--- src/rtl/node_readout.sv ---
// node_readout - snapshot capture of N node outputs, serialized one node per beat on a valid/ready stream.
// Optional NODE_READOUT_DELTA_EN: emit the difference from the previous accepted snapshot.
module node_readout #(
  parameter int N_NODES = 3,
  parameter int WIDTH   = 32,
  parameter int IDX_W   = 2
) (
  input  logic                       clk,
  input  logic                       reset,
  input  logic                       snap,
  input  logic [N_NODES*WIDTH-1:0]   nodeval_bus,
  input  logic [N_NODES*WIDTH-1:0]   nodepos_bus,
  output logic                       out_valid,
  input  logic                       out_ready,
  output logic [IDX_W-1:0]           out_index,
  output logic [WIDTH-1:0]           out_val,
  output logic [WIDTH-1:0]           out_pos,
  output logic                       out_last,
  output logic                       busy,
  output logic                       overrun,
  input  logic                       clr_overrun
);

  typedef enum logic {S_IDLE, S_SEND} state_t;

  state_t           r_state, w_state_nxt;
  logic [IDX_W-1:0] r_idx, w_idx_nxt;
  logic             r_overrun;
  logic             w_capture, w_ovr_evt, w_last;
  logic [WIDTH-1:0] r_shadow_val [N_NODES];
  logic [WIDTH-1:0] r_shadow_pos [N_NODES];
  logic [WIDTH-1:0] w_sel_val, w_sel_pos;

  always_ff @(posedge clk or posedge reset) begin
    if (reset) begin
      r_state <= S_IDLE;
      r_idx   <= '0;
    end else begin
      r_state <= w_state_nxt;
      r_idx   <= w_idx_nxt;
    end
  end

  // A snap landing on the final beat transfer restarts the stream without a bubble.
  always_comb begin
    w_state_nxt = r_state;
    w_idx_nxt   = r_idx;
    w_capture   = 1'b0;
    w_ovr_evt   = 1'b0;
    w_last      = (r_state == S_SEND) && (r_idx == IDX_W'(N_NODES - 1));
    case (r_state)
      S_IDLE: begin
        if (snap) begin
          w_capture   = 1'b1;
          w_idx_nxt   = '0;
          w_state_nxt = S_SEND;
        end
      end
      S_SEND: begin
        if (out_ready) begin
          if (w_last) begin
            w_idx_nxt = '0;
            if (snap) w_capture = 1'b1;
            else      w_state_nxt = S_IDLE;
          end else begin
            w_idx_nxt = r_idx + IDX_W'(1);
          end
        end
        if (snap && !(out_ready && w_last)) w_ovr_evt = 1'b1;
      end
      default: begin
        w_state_nxt = S_IDLE;
        w_idx_nxt   = '0;
      end
    endcase
  end

  always_ff @(posedge clk or posedge reset) begin
    if (reset)            r_overrun <= 1'b0;
    else if (w_ovr_evt)   r_overrun <= 1'b1;
    else if (clr_overrun) r_overrun <= 1'b0;
  end

  always_ff @(posedge clk or posedge reset) begin
    if (reset) begin
      for (int i = 0; i < N_NODES; i++) begin
        r_shadow_val[i] <= '0;
        r_shadow_pos[i] <= '0;
      end
    end else if (w_capture) begin
      for (int i = 0; i < N_NODES; i++) begin
        r_shadow_val[i] <= nodeval_bus[i*WIDTH +: WIDTH];
        r_shadow_pos[i] <= nodepos_bus[i*WIDTH +: WIDTH];
      end
    end
  end

`ifdef NODE_READOUT_DELTA_EN
  logic [WIDTH-1:0] r_prev_val [N_NODES];
  logic [WIDTH-1:0] r_prev_pos [N_NODES];

  always_ff @(posedge clk or posedge reset) begin
    if (reset) begin
      for (int i = 0; i < N_NODES; i++) begin
        r_prev_val[i] <= '0;
        r_prev_pos[i] <= '0;
      end
    end else if (w_capture) begin
      for (int i = 0; i < N_NODES; i++) begin
        r_prev_val[i] <= r_shadow_val[i];
        r_prev_pos[i] <= r_shadow_pos[i];
      end
    end
  end

  always_comb begin
    w_sel_val = '0;
    w_sel_pos = '0;
    for (int i = 0; i < N_NODES; i++) begin
      if (r_idx == IDX_W'(i)) begin
        w_sel_val = r_shadow_val[i] - r_prev_val[i];
        w_sel_pos = r_shadow_pos[i] - r_prev_pos[i];
      end
    end
  end
`else
  always_comb begin
    w_sel_val = '0;
    w_sel_pos = '0;
    for (int i = 0; i < N_NODES; i++) begin
      if (r_idx == IDX_W'(i)) begin
        w_sel_val = r_shadow_val[i];
        w_sel_pos = r_shadow_pos[i];
      end
    end
  end
`endif

  assign out_valid = (r_state == S_SEND);
  assign busy      = (r_state == S_SEND);
  assign out_index = r_idx;
  assign out_val   = w_sel_val;
  assign out_pos   = w_sel_pos;
  assign out_last  = w_last;
  assign overrun   = r_overrun;

endmodule

--- config.mk ---
export PLATFORM = sky130hd
export DESIGN_NAME = node_readout
export DESIGN_NICKNAME = d
export VERILOG_FILES = /design/src/rtl/node_readout.sv
export SDC_FILE = /design/constraint.sdc
export NUM_CORES = 1
export LEC_CHECK = 0
export ABC_AREA = 1
export BUFFER_PORTS_ARGS = -buffer_cell sky130_fd_sc_hd__buf_2
export CAP_MARGIN = 20
export CORE_ASPECT_RATIO = 1.25
export CORE_UTILIZATION = 52
export CTS_CLUSTER_DIAMETER = 80
export DETAILED_ROUTE_END_ITERATION = 10
export GPL_ROUTABILITY_DRIVEN = 0
export GPL_TIMING_DRIVEN = 0
export PLACE_DENSITY_LB_ADDON = 0.08
export SLEW_MARGIN = 40
export SYNTH_ARGS = -nofsm -noshare
export SYNTH_HDL_FRONTEND = slang
export SYNTH_SLANG_ARGS = --single-unit
--- constraint.sdc ---
create_clock -name clk -period 9.3 [get_ports clk]
set_input_delay 2.79 -clock clk [delete_from_list [all_inputs] [get_ports clk]]
set_output_delay 2.79 -clock clk [all_outputs]
set_load 0.05 [all_outputs]
# After elaboration in Yosys (flattened, before gate mapping)
# Cells that the tools add are included.
# W data, S select, Z words.
op_classes:
  n_addsub: 1
  mul: 0
  div_mod_pow: 0
  n_lt_le_gt_ge: 0
  n_eq_ne: 4
  n_shift: 0
  n_mux: 21
  n_bitwise: 1
  reduce_logical: 7
ops:
  columns: ["cell", "count"]
  rows:
  - ["$mux W32", 6]
  - ["$mux W1", 9]
  - ["$mux W2", 3]
  - ["$ne A2 B2 Y1 const B", 2]
  - ["$pmux W1 S2", 2]
  - ["$pmux W2 S2", 1]
  - ["$logic_and A1 B1 Y1", 3]
  - ["$add A2 B1 Y2 const B", 1]
  - ["$eq A2 B1 Y1 const B", 1]
  - ["$eq A2 B2 Y1 const B", 1]
  - ["$logic_not A2 Y1", 1]
  - ["$reduce_and A2 Y1", 1]
  - ["$reduce_bool A2 Y1", 1]
  - ["$logic_not A1 Y1", 1]
  - ["$not A1 Y1", 1]
word_totals:
  ff_bits: 196
  latchBits: 0
  ram_bits: 0
  romBits: 0
  input_bits: 197
  wordCells: 43
  n_memories: 0

# Logic depth before layout (Yosys ltp)
# Gate-level depths: netlist of run 1.
depth:
  depth_word: 8
  ltp_mapped: 8
  mapped_depth_nobuf: 6

# Worst setup path after synthesis of run 1
# OpenSTA, ideal clock, no wires.
synth_timing:
  path_kind: "register -> output"
  from: "register r_idx[0], in the netlist out_index[0]"
  to: "output out_pos[0]"
  t_arrival_ps: 1687
  slack_ps: 4823
  path_stages_with_launch: 7
  path_buffers: 2
  cell_sequence: "dfrtp_1 > inv_2 > nor2_1 > buf_2 > buf_2 > nand2_1 > nand3_1"
synth_via:
  elab_chain_cells: 4
  elab_cells_between_ends: 6
synth_lines:
  columns: ["element", "line_no", "text"]
  rows:
  - ["start: declaration", "27", "logic [IDX_W-1:0] r_idx, w_idx_nxt;"]
  - ["start signal: assignment", "40", "r_idx <= w_idx_nxt;"]
  - ["$logic_not A2 Y1", "131", "if (r_idx == IDX_W'(i)) begin"]
  - ["$mux W32 (2 in series)", "131", null]
  - ["$mux W32 (*)", "131", null]
  - ["end: declaration", "17", "output logic [WIDTH-1:0] out_pos,"]
# Mark *: on every way between the ends. The rest lies on a longest branch, timed or not.

# Worst setup path in the final report of run 1
layout_timing:
  from: "register r_idx[0], in the netlist out_index[0]"
  to: "output out_pos[28]"
# The elaborated chain is that of the path after synthesis.

==> metrics.md, run 1 <==
| Metric | Value |
|---|---|
| PwrDens | roughly 400 nW/um^2 |
| Post-DRT Antenna Nets | 0 |
| Layout cells sized above 1 | approximately 25% |
| TNS Setup | 0 ps |
| Synthesized flop and latch total | 196 |
| Final Slew Violations | 0 |
| Area post-placement | 10600 sq um |
| Flop pwr share | around a third |
| Clk sinks | just under 200 |
| F_max | 198 MHz |
| Port buffer count | 265 |
| Non-Filler Instances | about 1700 |
| CP Data Required Time | approximately 6500 ps |
| Vias | 8599 |
| Largest net degree at the start of global routing | 82 |
| Drt drc | 0 |
| Cell area after synthesis | 8890 sq um |
| Worst setup margin | 4240 ps |
| Logic pwr share | 49.8% |
| Clock-pin slew on the worst setup and hold paths | 60 ps |
| Finished layout cell area | 11200 sq um |
| Final WL | roughly 26000 um |
| Final core utilization | 66.6% |
| HPWL after DPL | 18800 um |
| P_int | around 2300 uW |
| Hold Buf Count CTS | 0 |
| Commonest cells post-synth | 579 x nand2_1, 258 x nand3_1, 196 x dfrtp_1 |
| NetSw | 2200 uW |
| Post-Place Cells | approximately 1600 |
| Yosys top cell by area | dfrtp_1 |
| Post-route minimum period | 5060 ps |
| Starting Density | 53.0% |
| # Post-CTS Setup Buffers | 0 |
| Clk_lat worst skew | 430 ps |
| Final Hold Fails | 0 |
| Top cells by area, synth | dfrtp_1 55%, nand2_1 24%, nand3_1 15% |
| TritonCTS clock tree | yes |
| RSZ-0062 raised after global routing | false |
| Synth Warn # | 0 |
| H-tree level count | 4 |
| Max Cap Viol | 0 |
| Vias per Instance | 5.19 |
| Global route overflow | 0 |
| HP Class | reg -> reg |
| Cells after Synth | 1133 |
| Die X | approximately 120 um |
| Async S/R FF share, synth | 100% |
| Mapped Avg Cell Area | 7.85 sq um |
| CP endpoint kind | output port |
| Most frequent cell after synthesis | nand2_1 |
| Syn_nets | roughly 1300 |
| Placeable Area | 16800 sq um |
| Post-DR wirelength/cell | ~16 um |
| Leakage | 0.00632 uW |
| Seq/Total Area, Yosys | 55.2% |
| R2r setup slk | 7720 ps |
| Worst Setup Path Type | reg -> out |
| DP Worst Slack | 4640 ps |
| Period utilization | 54.4% |
| Synth unique cells | 17 |
| Drt initial violations | roughly 650 |
| CTS max path bufs | 2 |
| Clk root buf | clkbuf_16 |
| First-pass GRT wire length | 41400 um |
| DIE AREA | between 15000 and 20000 sq um |
| Max_slew headroom | 60.9% |
| Status | complete, no violations |
| Initial antenna violation count | 7 |
| Post-synth top area share | a little under three fifths |
| Rows | 53 |
| Clock network power share | 17.1% |
| Worst Path Arrival | 2270 ps |
| Sw Share | 49.4% |
| CTS-repair resized insts | 0 |
| Actual slew at the worst max-slew pin | 587 ps |
| Cts bufs inserted | 17 |
| Crit-path max FO | 10 |
| Clk_skew | 15.1 ps |
| Die Height | 148 um |
| Number of global-route vias before repair | 8159 |
| Area grow syn2layout | 25.6% |
| Main flop type after synthesis | dfrtp_1 |
| I/O pin cnt | roughly 270 |
| Maximum vdd ir drop | around 0.00023 V |
| DR pass1 iterations | 5 |
| NumNets Final | ~1600 |
| Filler cells | 1531 |
| GRT Util Overall | 30.5% |
| Post-synth EDFFs | 0 |
| Final setup viols | 0 |
| Startpoint types | flop |
[cells in the final DEF (no fill, tap or decap), types with 2 or more instances in the layout]
| cell | instances |
|---|---|
| buf_1 | 7 |
| buf_16 | 2 |
| buf_2 | 299 |
| buf_4 | 23 |
| bufinv_16 | 3 |
| clkbuf_1 | 22 |
| clkbuf_16 | 17 |
| clkinv_2 | 2 |
| clkinv_4 | 2 |
| dfrtp_1 | 196 |
| diode_2 | 6 |
| inv_1 | 4 |
| inv_6 | 3 |
| nand2_1 | 579 |
| nand3_1 | 258 |
| nor2_1 | 2 |
| o21ai_0 | 2 |
[state kept, by name, indices dropped and copies added, names as in the netlist]
name and cells:
busy 1, r_shadow_val 96, r_shadow_pos 96, overrun 1, out_index 2
[metal layers]
| layer | GRT usage [%] | vias to the layer above | routed length, um |
|---|---|---|---|
| met5 | 0 | - | 13 |
| met4 | 11.5 | 2 | 552 |
| met3 | 6.21 | 41 | 1750 |
| met2 | 49.9 | 353 | 12800 |
| met1 | 40.4 | 4015 | 10900 |
| li1 | - | 4188 | - |
[stage by stage]
stage | power (uW) | hold WS, ps
after global routing | 4730 | 484
after floorplan | 3100 | 442
final | 4450 | 471
after global placement | 3650 | 453
after detailed placement | 3700 | 458
after CTS | 4460 | 475
[area by class of cell]
class | count | area, sq um | share of cell area (%)
timing repair buffer | 267 | 1380 | 12.4
buffer | 85 | 449 | 4.02
clock inverter | 11 | 151 | 1.36
tap | 220 | 275 | 2.46
sequential | 196 | 4900 | 43.9
multi-input combinational | 846 | 3510 | 31.5
inverter | 6 | 30.0 | 0.269
clock buffer | 20 | 447 | 4.00
antenna | 6 | 15.0 | 0.134
[power groups by stage]
stage	Clock [uW]	Combinational (uW)	Sequential [uW]
CTS	764	2230	1470
finish	761	2220	1470
floorplan	0	1650	1440
detailed placement	0	2220	1470
global placement	0	2190	1470
global route	801	2410	1520
[cell families (layout without fill, tap and decap cells)]
| logic type | Yosys count | in the layout | synth area share (%) |
|---|---|---|---|
| and+or+nand+nor | 842 | 842 | 39.3 |
| DFF | 196 | 196 | 55.2 |
| buffers and inverters | 91 | 389 | 5.31 |
| AOI/OAI and AO/OA | 4 | 4 | 0.267 |
| other | 0 | 6 | 0 |
[path summary, 6_finish.rpt]
| check | from | to | cells after the start |
|---|---|---|---|
| setup / recovery | out_index[0] | out_pos[28] | 6 |
| hold reg to reg | r_shadow_val[50] | r_shadow_val[50] | 2 |
| setup reg to reg | out_index[0] | r_shadow_val[61] | 7 |
| hold / removal | r_shadow_val[50] | r_shadow_val[50] | 2 |
| min in group asynchronous | reset | r_shadow_pos[6] | 2 |
| max in group asynchronous | reset | r_shadow_val[14] | 3 |
[worst max-delay path, stage by stage, from the launching register on]
cell     delay [ps]
dfrtp_1         430
nor2_1          190
buf_2           300
buf_1           390
nand2_1         110
nand3_1         150
buf_2           280
No activity file was read; power rests on OpenSTA's default activity.
==> inputs of run 2 (changes only) <==
ABC_AREA = 0   (was 1)
CORE_UTILIZATION = 47   (was 52)
clock period = 4.59 ns   (was 9.3 ns; I/O delays follow)
==> run 2 against run 1 <==
Cell area fell by 0.37%. Largest power group unchanged. Die area up 8.3%. Clock power is 88% higher. Largest cell class unchanged. Clock skew down 5.3 ps. Critical path depth rose by 1. Area after synthesis shrank 2.0%. Combinational power rose by 120%. Sequential power up 110%. Sequential share of layout area grew 0.16 points. Via count fell by 30%. Setup slack worse by 3600 ps. Sequential cell count is the same.
==> metrics.md, run 2 <==
| Metric | Value |
|---|---|
| TritonCTS clock tree | yes (unchanged) |
| Yosys top cell by area | dfrtp_1 (unchanged) |
| R2R depth | 5 (was 7) |
| # Post-CTS Setup Buffers | 0 (unchanged) |
| Post-synth EDFFs | 0 (unchanged) |
| Startpoint types | flop (unchanged) |
| PwrDens | 832 nW/um^2 (was 398 nW/um^2) |
| Reg2Reg Launch Point | out_index[0] (unchanged) |
| Post-synthesis mux area share | 32.3% (was 0%) |
| Slowest CP cell | dfrtp_1 (unchanged) |
| Worst Setup Path Type | reg -> out (unchanged) |
| Clk_skew | 9.78 ps (was 15.1 ps) |
| HP Class | reg -> reg (unchanged) |
| GRT Util Overall | 23.7% (was 30.5%) |
| Main flop type after synthesis | dfrtp_1 (unchanged) |
| Drt drc | 0 (unchanged) |
| Post-DRT Antenna Nets | 0 (unchanged) |
| Final Slew Violations | 0 (unchanged) |
| Compound-Gate Fraction of Synth Area | 4.15% (was 0.267%) |
| Crit-path max FO | 10 (unchanged) |
| Drt initial violations | 247 (was 652) |
| Post-Synth XOR/XNOR Area | 0% (unchanged) |
| Synth unique cells | 19 (was 17) |
| Cell area after synthesis | 8710 sq um (was 8890 sq um) |
| Max Cap Viol | 0 (unchanged) |
| TNS Setup | 0 ps (unchanged) |
| NumNets Final | 1128 (was 1616) |
| Mapped Avg Cell Area | 13.7 sq um (was 7.85 sq um) |
| Most frequent cell after synthesis | dfrtp_1 (was nand2_1) |
| DR pass1 iterations | 4 (was 5) |
| Area share of and/or/nand/nor cells after synthesis | 3.33% (was 39.3%) |
| Final WL | 21300 um (was 26000 um) |
| Clk sinks | 196 (unchanged) |
| F_max | around 260 MHz |
| Commonest cells post-synth | 196 x dfrtp_1, 192 x mux2_1, 65 x mux2i_1, 65 x o21ai_1, 64 x nand2_1 (was 579 x nand2_1, 258 x nand3_1, 196 x dfrtp_1) |
| Filler cells | 1474 (was 1531) |
| Finished layout cell area | 11100 sq um (was 11200 sq um) |
| Layout cells sized above 1 | 36.7% (was 25.0%) |
| Synthesized flop and latch total | 196 (unchanged) |
| CP endpoint kind | output port (unchanged) |
| Area post-placement | 10500 sq um (was 10600 sq um) |
| CP Data Required Time | 3210 ps (was 6510 ps) |
| Crit-path most repeated cell | buf_2 (unchanged) |
| R2r setup slk | 2730 ps (was 7720 ps) |
| Period utilization | 85.1% |
| Vias per Instance | 5.11 (was 5.19) |
| Leakage | 0.00528 uW (was 0.00632 uW) |
| Synth Area in Adders | 0% (unchanged) |
| CTS max path bufs | 2 (unchanged) |
| Starting Density | 48.1% (was 53.0%) |
| CTS-repair resized insts | 0 (unchanged) |
| Global route overflow | 0 (unchanged) |
| Most common cell after layout, fill and taps aside | buf_2 (was nand2_1) |
| WHS Path Cells | 1 (was 2) |
| Rows | 55 (was 53) |
| Actual slew at the worst max-slew pin | 613 ps (was 587 ps) |
| RSZ-0062 raised after global routing | false (unchanged) |
| Status | complete, no violations (unchanged) |
| Cells after Synth | 637 (was 1133) |
| RR Endpoint | r_shadow_pos[26] (was r_shadow_val[61]) |
| Maximum vdd ir drop | 0.000503 V (was 0.000229 V) |
| Async S/R FF share, synth | 100% (unchanged) |
| Power, Total | 9250 uW (was 4450 uW) |
| Initial antenna violation count | 5 (was 7) |
| Placeable Area | 18100 sq um (was 16800 sq um) |
| Main combinational cell family by area after synthesis | multiplexers (was simple AND/OR/NAND/NOR gates) |
| Cts bufs inserted | 17 (unchanged) |
| Max stage delay on crit path | 540 ps (was 430 ps) |
| Area grow syn2layout | 27.7% (was 25.6%) |
| Synth Warn # | 0 (unchanged) |
| Clk_lat worst skew | 440 ps (was 430 ps) |
| I/O pin cnt | 267 (unchanged) |
| First-pass GRT wire length | 33900 um (was 41400 um) |
| Vias | 6013 (was 8599) |
| Largest net degree at the start of global routing | 28 (was 82) |
| HPWL after DPL | 16100 um (was 18800 um) |
| Syn_nets | 834 (was 1330) |
| Worst Hold Launch | r_shadow_pos[65] (was r_shadow_val[50]) |
| Crit-path cells | buf_2, nor2b_1, buf_2, buf_2, nand2_1, o21ai_1, buf_2 (was nor2_1, buf_2, buf_1, nand2_1, nand3_1, buf_2) |
| Post-DR wirelength/cell | 18.1 um (was 15.7 um) |
| Hold Buf Count CTS | 0 (unchanged) |
| Seq/Total Area, Yosys | 56.3% (was 55.2%) |
| Hold Path End | r_shadow_pos[65] (was r_shadow_val[50]) |
| DIE AREA | 19100 sq um (was 17600 sq um) |
| Final Hold Fails | 0 (unchanged) |
| Commonest cells after routing, fill and taps aside | 281 x buf_2, 196 x dfrtp_1, 192 x mux2_1, 65 x mux2i_1, 65 x o21ai_1 (was 579 x nand2_1, 299 x buf_2, 258 x nand3_1, 196 x dfrtp_1, 23 x buf_4) |
| Worst Path Arrival | 2530 ps (was 2270 ps) |
| Post-synth top area share | 56.3% (was 55.2%) |
| Top cells by area, synth | dfrtp_1 56%, mux2_1 25%, mux2i_1 7.5% (was dfrtp_1 55%, nand2_1 24%, nand3_1 15%) |
| Clk root buf | clkbuf_16 (unchanged) |
| H-tree level count | 4 (unchanged) |
| Die X | 124 um (was 119 um) |
| Port buffer count | 266 (was 265) |
| Final setup viols | 0 (unchanged) |
| Clock-pin slew on the worst setup and hold paths | 70 ps (was 60 ps) |
| Number of global-route vias before repair | 6513 (was 8159) |
| Die Height | 154 um (was 148 um) |
| Post-route minimum period | slightly below 4000 ps |
| Max_slew headroom | 59.2% (was 60.9%) |
run 2: changes by cell type in the layout (fill, tap and decap cells not counted), sizes merged, moves of 3 or more:
| cell | previous run | this run |
|---|---|---|
| o21ai | 2 | 65 |
| mux2 | 0 | 192 |
| mux2i | 0 | 65 |
| inv | 9 | 5 |
| clkbuf | 41 | 26 |
| nor2 | 3 | 0 |
| buf | 331 | 313 |
| clkinvlp | 1 | 4 |
| bufinv | 3 | 0 |
| nand2 | 580 | 64 |
| nand3 | 258 | 1 |
run 2: worst max-delay path: cells and delay by family (launching register included):
family | cells | cell delay, ps
buf+inv | 4 | 1160
flops | 1 | 540
simple gates | 2 | 280
compound gates | 1 | 90
run 2: final cells by class:
cell class	count	area, sq um	area share [%]
flip-flops and latches	196	4900	44.1
multi-input cells	395	3460	31.1
repair buffers	275	1540	13.9
clock buffers	20	457	4.10
plain buffers	44	334	3.00
well taps	228	285	2.56
clock inverters	12	116	1.05
inverters	2	11.3	0.101
diodes	4	10.0	0.0900
run 2: kinds of logic after synthesis:
kind of cell	after synthesis
compound gates	69
buf+inv	46
flops	196
mux	257
simple gates	69
run 2: stage by stage:
stage / setup slack, ps / util, % / std cells / hold WS [ps]
after global routing: 465 / 61.5 / 1176 / 495
after detailed placement: 1120 / 58.3 / 1140 / 474
after CTS: 637 / 61.4 / 1172 / 489
final: 684 / 61.5 / 1176 / 486
after global placement: -385 / 57.1 / 1131 / 466
after floorplan: 681 / - / 637 / 457
run 2: metal layers:
layer | global-route usage [%] | part of all wire (%) | routed length, um | vias to the layer above
li1 | - | - | - | 2830
met1 | 28.0 | 40 | 8560 | 2968
met2 | 40.7 | 50 | 10700 | 186
met3 | 7.15 | 7.8 | 1660 | 29
met4 | 7.40 | 1.9 | 410 | 0
met5 | 0 | 0 | 0 | -
run 2: power by group:
part	leakage [uW]	switching, uW	internal, uW
registers	0.00234	423	2600
clock network	0.000272	687	743
logic	0.00267	3260	1550
run 2: worst max path at each step:
stage / slack, ps / startpoint / endpoint / cells after the start
final: 680 / out_index[0] / out_pos[18] / 7
after CTS: 640 / out_index[0] / out_pos[18] / 7
after global routing: 470 / out_index[0] / out_pos[16] / 7
after floorplan: 680 / reset / busy / 1
after global placement: -390 / reset / r_shadow_val[25] / 2
after detailed placement: 1120 / out_index[0] / out_pos[16] / 7
==> inputs of run 3 (changes only) <==
CORE_UTILIZATION = 52   (was 47)
clock period = 3.8 ns   (was 4.59 ns; I/O delays follow)
==> run 3 against run 2 <==
Clock skew about the same. Critical path depth unchanged. Cell area increased by 0.84%. Cell count decreased by 0.85%. Global-route usage increased by 2.4 points. Register-to-register slack got worse by 790 ps. Core utilization increased by 7.5 points. Largest power group unchanged. Highest routed layer is now met5.
==> metrics.md, run 3 (synthesis results as in run 2) <==
| Metric | Value |
|---|---|
| Logic pwr share | 50.8% (was 51.9%) |
| P_int | 6210 uW (was 4890 uW) |
| Clk root buf | clkbuf_16 (unchanged) |
| Post-DRT Antenna Nets | 0 (unchanged) |
| Vias | 6135 (was 6013) |
| Commonest cells after routing, fill and taps aside | 280 x buf_2, 196 x dfrtp_1, 192 x mux2_1, 65 x mux2i_1, 65 x o21ai_1 (was 281 x buf_2, 196 x dfrtp_1, 192 x mux2_1, 65 x mux2i_1, 65 x o21ai_1) |
| Final core utilization | 69.0% (was 61.5%) |
| Crit-path most repeated cell | buf_2 (unchanged) |
| Final WL | 21600 um (was 21300 um) |
| Actual slew at the worst max-slew pin | 591 ps (was 613 ps) |
| Leakage | 0.00534 uW (was 0.00528 uW) |
| Worst Setup Path Type | reg -> out (unchanged) |
| CTS-repair resized insts | 0 (unchanged) |
| # Post-CTS Setup Buffers | 0 (unchanged) |
| First-pass GRT wire length | 34500 um (was 33900 um) |
| Final Hold Fails | 0 (unchanged) |
| Post-DR wirelength/cell | 18.5 um (was 18.1 um) |
| WHS Path Cells | 1 (unchanged) |
| I/O pin cnt | 267 (unchanged) |
| RSZ-0062 raised after global routing | false (unchanged) |
| DR pass1 iterations | 4 (unchanged) |
| DIE AREA | 17300 sq um (was 19100 sq um) |
| Slowest CP cell | dfrtp_1 (unchanged) |
| HP Class | reg -> reg (unchanged) |
| Worst Path Arrival | 2480 ps (was 2530 ps) |
| Layout cells sized above 1 | 36.8% (was 36.7%) |
| Non-Filler Instances | 1166 (was 1176) |
| Port buffer count | 266 (unchanged) |
| Hold Buf Count CTS | 0 (unchanged) |
| Global route overflow | 0 (unchanged) |
| Number of global-route vias before repair | 6687 (was 6513) |
| Crit-path max FO | 10 (unchanged) |
| Clk_skew | 9.60 ps (was 9.78 ps) |
| Clock-pin slew on the worst setup and hold paths | 70 ps (about the same) |
| RR Endpoint | r_shadow_val[53] (was r_shadow_pos[26]) |
| Final Slew Violations | 0 (unchanged) |
| Final setup viols | 0 (unchanged) |
| Flop pwr share | 32.0% (was 32.7%) |
| Max Cap Viol | 0 (unchanged) |
| Max stage delay on crit path | 530 ps (was 540 ps) |
| Cts bufs inserted | 17 (unchanged) |
| Starting Density | 53.6% (was 48.1%) |
| CTS max path bufs | 2 (unchanged) |
| NumNets Final | 1128 (unchanged) |
| H-tree level count | 4 (unchanged) |
| R2R depth | 5 (unchanged) |
| Rows | 52 (was 55) |
| Largest net degree at the start of global routing | 28 (unchanged) |
| Post-Place Cells | 1128 (was 1140) |
| Reg2Reg Launch Point | out_index[0] (unchanged) |
| NetSw | 5270 uW (was 4370 uW) |
| Clk sinks | 196 (unchanged) |
| Vias per Instance | 5.26 (was 5.11) |
| Drt initial violations | 245 (was 247) |
| Placeable Area | 16300 sq um (was 18100 sq um) |
| Max_slew headroom | 60.6% (was 59.2%) |
| Most common cell after layout, fill and taps aside | buf_2 (unchanged) |
| Initial antenna violation count | 7 (was 5) |
| Maximum vdd ir drop | 0.000760 V (was 0.000503 V) |
| Sw Share | 45.9% (was 47.2%) |
| GRT Util Overall | 26.1% (was 23.7%) |
| PwrDens | 1020 nW/um^2 (was 832 nW/um^2) |
| CP endpoint kind | output port (unchanged) |
| Period utilization | 95.3% |
| Crit-path cells | buf_2, nor2b_1, buf_2, buf_2, nand2_1, o21ai_1, buf_2 (unchanged) |
| Power, Total | 11500 uW (was 9250 uW) |
| Startpoint types | flop (unchanged) |
| Drt drc | 0 (unchanged) |
| TritonCTS clock tree | yes (unchanged) |
| Worst Hold Launch | r_shadow_pos[18] (was r_shadow_pos[65]) |
| Die X | 118 um (was 124 um) |
| Die Height | 147 um (was 154 um) |
| Filler cells | 1250 (was 1474) |
| Area grow syn2layout | 28.8% (was 27.7%) |
| F_max | around 280 MHz |
| Post-route minimum period | around 3600 ps |
| Status | complete, no violations (unchanged) |
| HPWL after DPL | 16100 um (about the same) |
| Clk_lat worst skew | 430 ps (was 440 ps) |
| Clock network power share | 17.1% (was 15.5%) |
| CP Data Required Time | 2660 ps (was 3210 ps) |
| Hold Path End | r_shadow_pos[18] (was r_shadow_pos[65]) |
| R2r setup slk | 1940 ps (was 2730 ps) |
==> run 3: cell count changes in the layout (fill, tap and decap cells not counted), sizes merged <==
cell,before,now
bufinv,0,4
inv,5,3
buf,313,312
clkinv,5,4
clkinvlp,4,1
clkbuf,26,29
diode,4,6
==> run 3: per-layer routing <==
layer / track usage, % / vias up / part of all wire (%)
met3: 7.73 / 41 / 6.2
met5: 0 / - / 0.11
li1: - / 2837 / -
met1: 30.5 / 3049 / 40
met4: 10.8 / 4 / 2.7
met2: 44.9 / 204 / 51
==> run 3: power by group through the flow <==
stage               registers (uW)  logic [uW]  clock network, uW
floorplan                     3570        4480                  0
global placement              3610        5730                  0
detailed placement            3700        5880                  0
CTS                           3670        5910               2010
global route                  3790        6210               2100
finish                        3680        5840               1970
==> run 3: through the flow <==
step | hold slack [ps] | setup TNS [ps] | instance area (sq um) | setup slack (ps)
after global placement | 466 | -176550 | 10300 | -920
after global routing | 498 | 0 | 11200 | 0.0409
final | 486 | 0 | 11200 | 177
after floorplan | 457 | 0 | 8710 | 128
after CTS | 489 | 0 | 11200 | 119
after detailed placement | 474 | 0 | 10500 | 601
==> run 3: worst max-delay path by stage <==
stage	from	end	slack, ps
final	out_index[0]	out_pos[1]	180
after floorplan	reset	busy	130
after global routing	out_index[0]	out_pos[1]	0.04
after detailed placement	out_index[0]	out_pos[11]	600
after global placement	reset	r_shadow_val[92]	-920
after CTS	out_index[0]	out_pos[1]	120
==> run 3: worst max-delay path: cells and delay by family (launching register included) <==
kind            cells  cell delay (ps)
flops               1              530
simple gates        2              280
compound gates      1              110
buf+inv             4             1130
==> run 3: cell type report <==
cell class	count	area, sq um	area share, %
plain buffers	44	337	3.00
multi-input cells	395	3460	30.9
clock inverters	10	168	1.49
repair buffers	275	1560	13.9
clock buffers	22	494	4.40
inverters	2	11.3	0.100
well taps	216	270	2.41
diodes	6	15.0	0.134
flip-flops and latches	196	4900	43.7
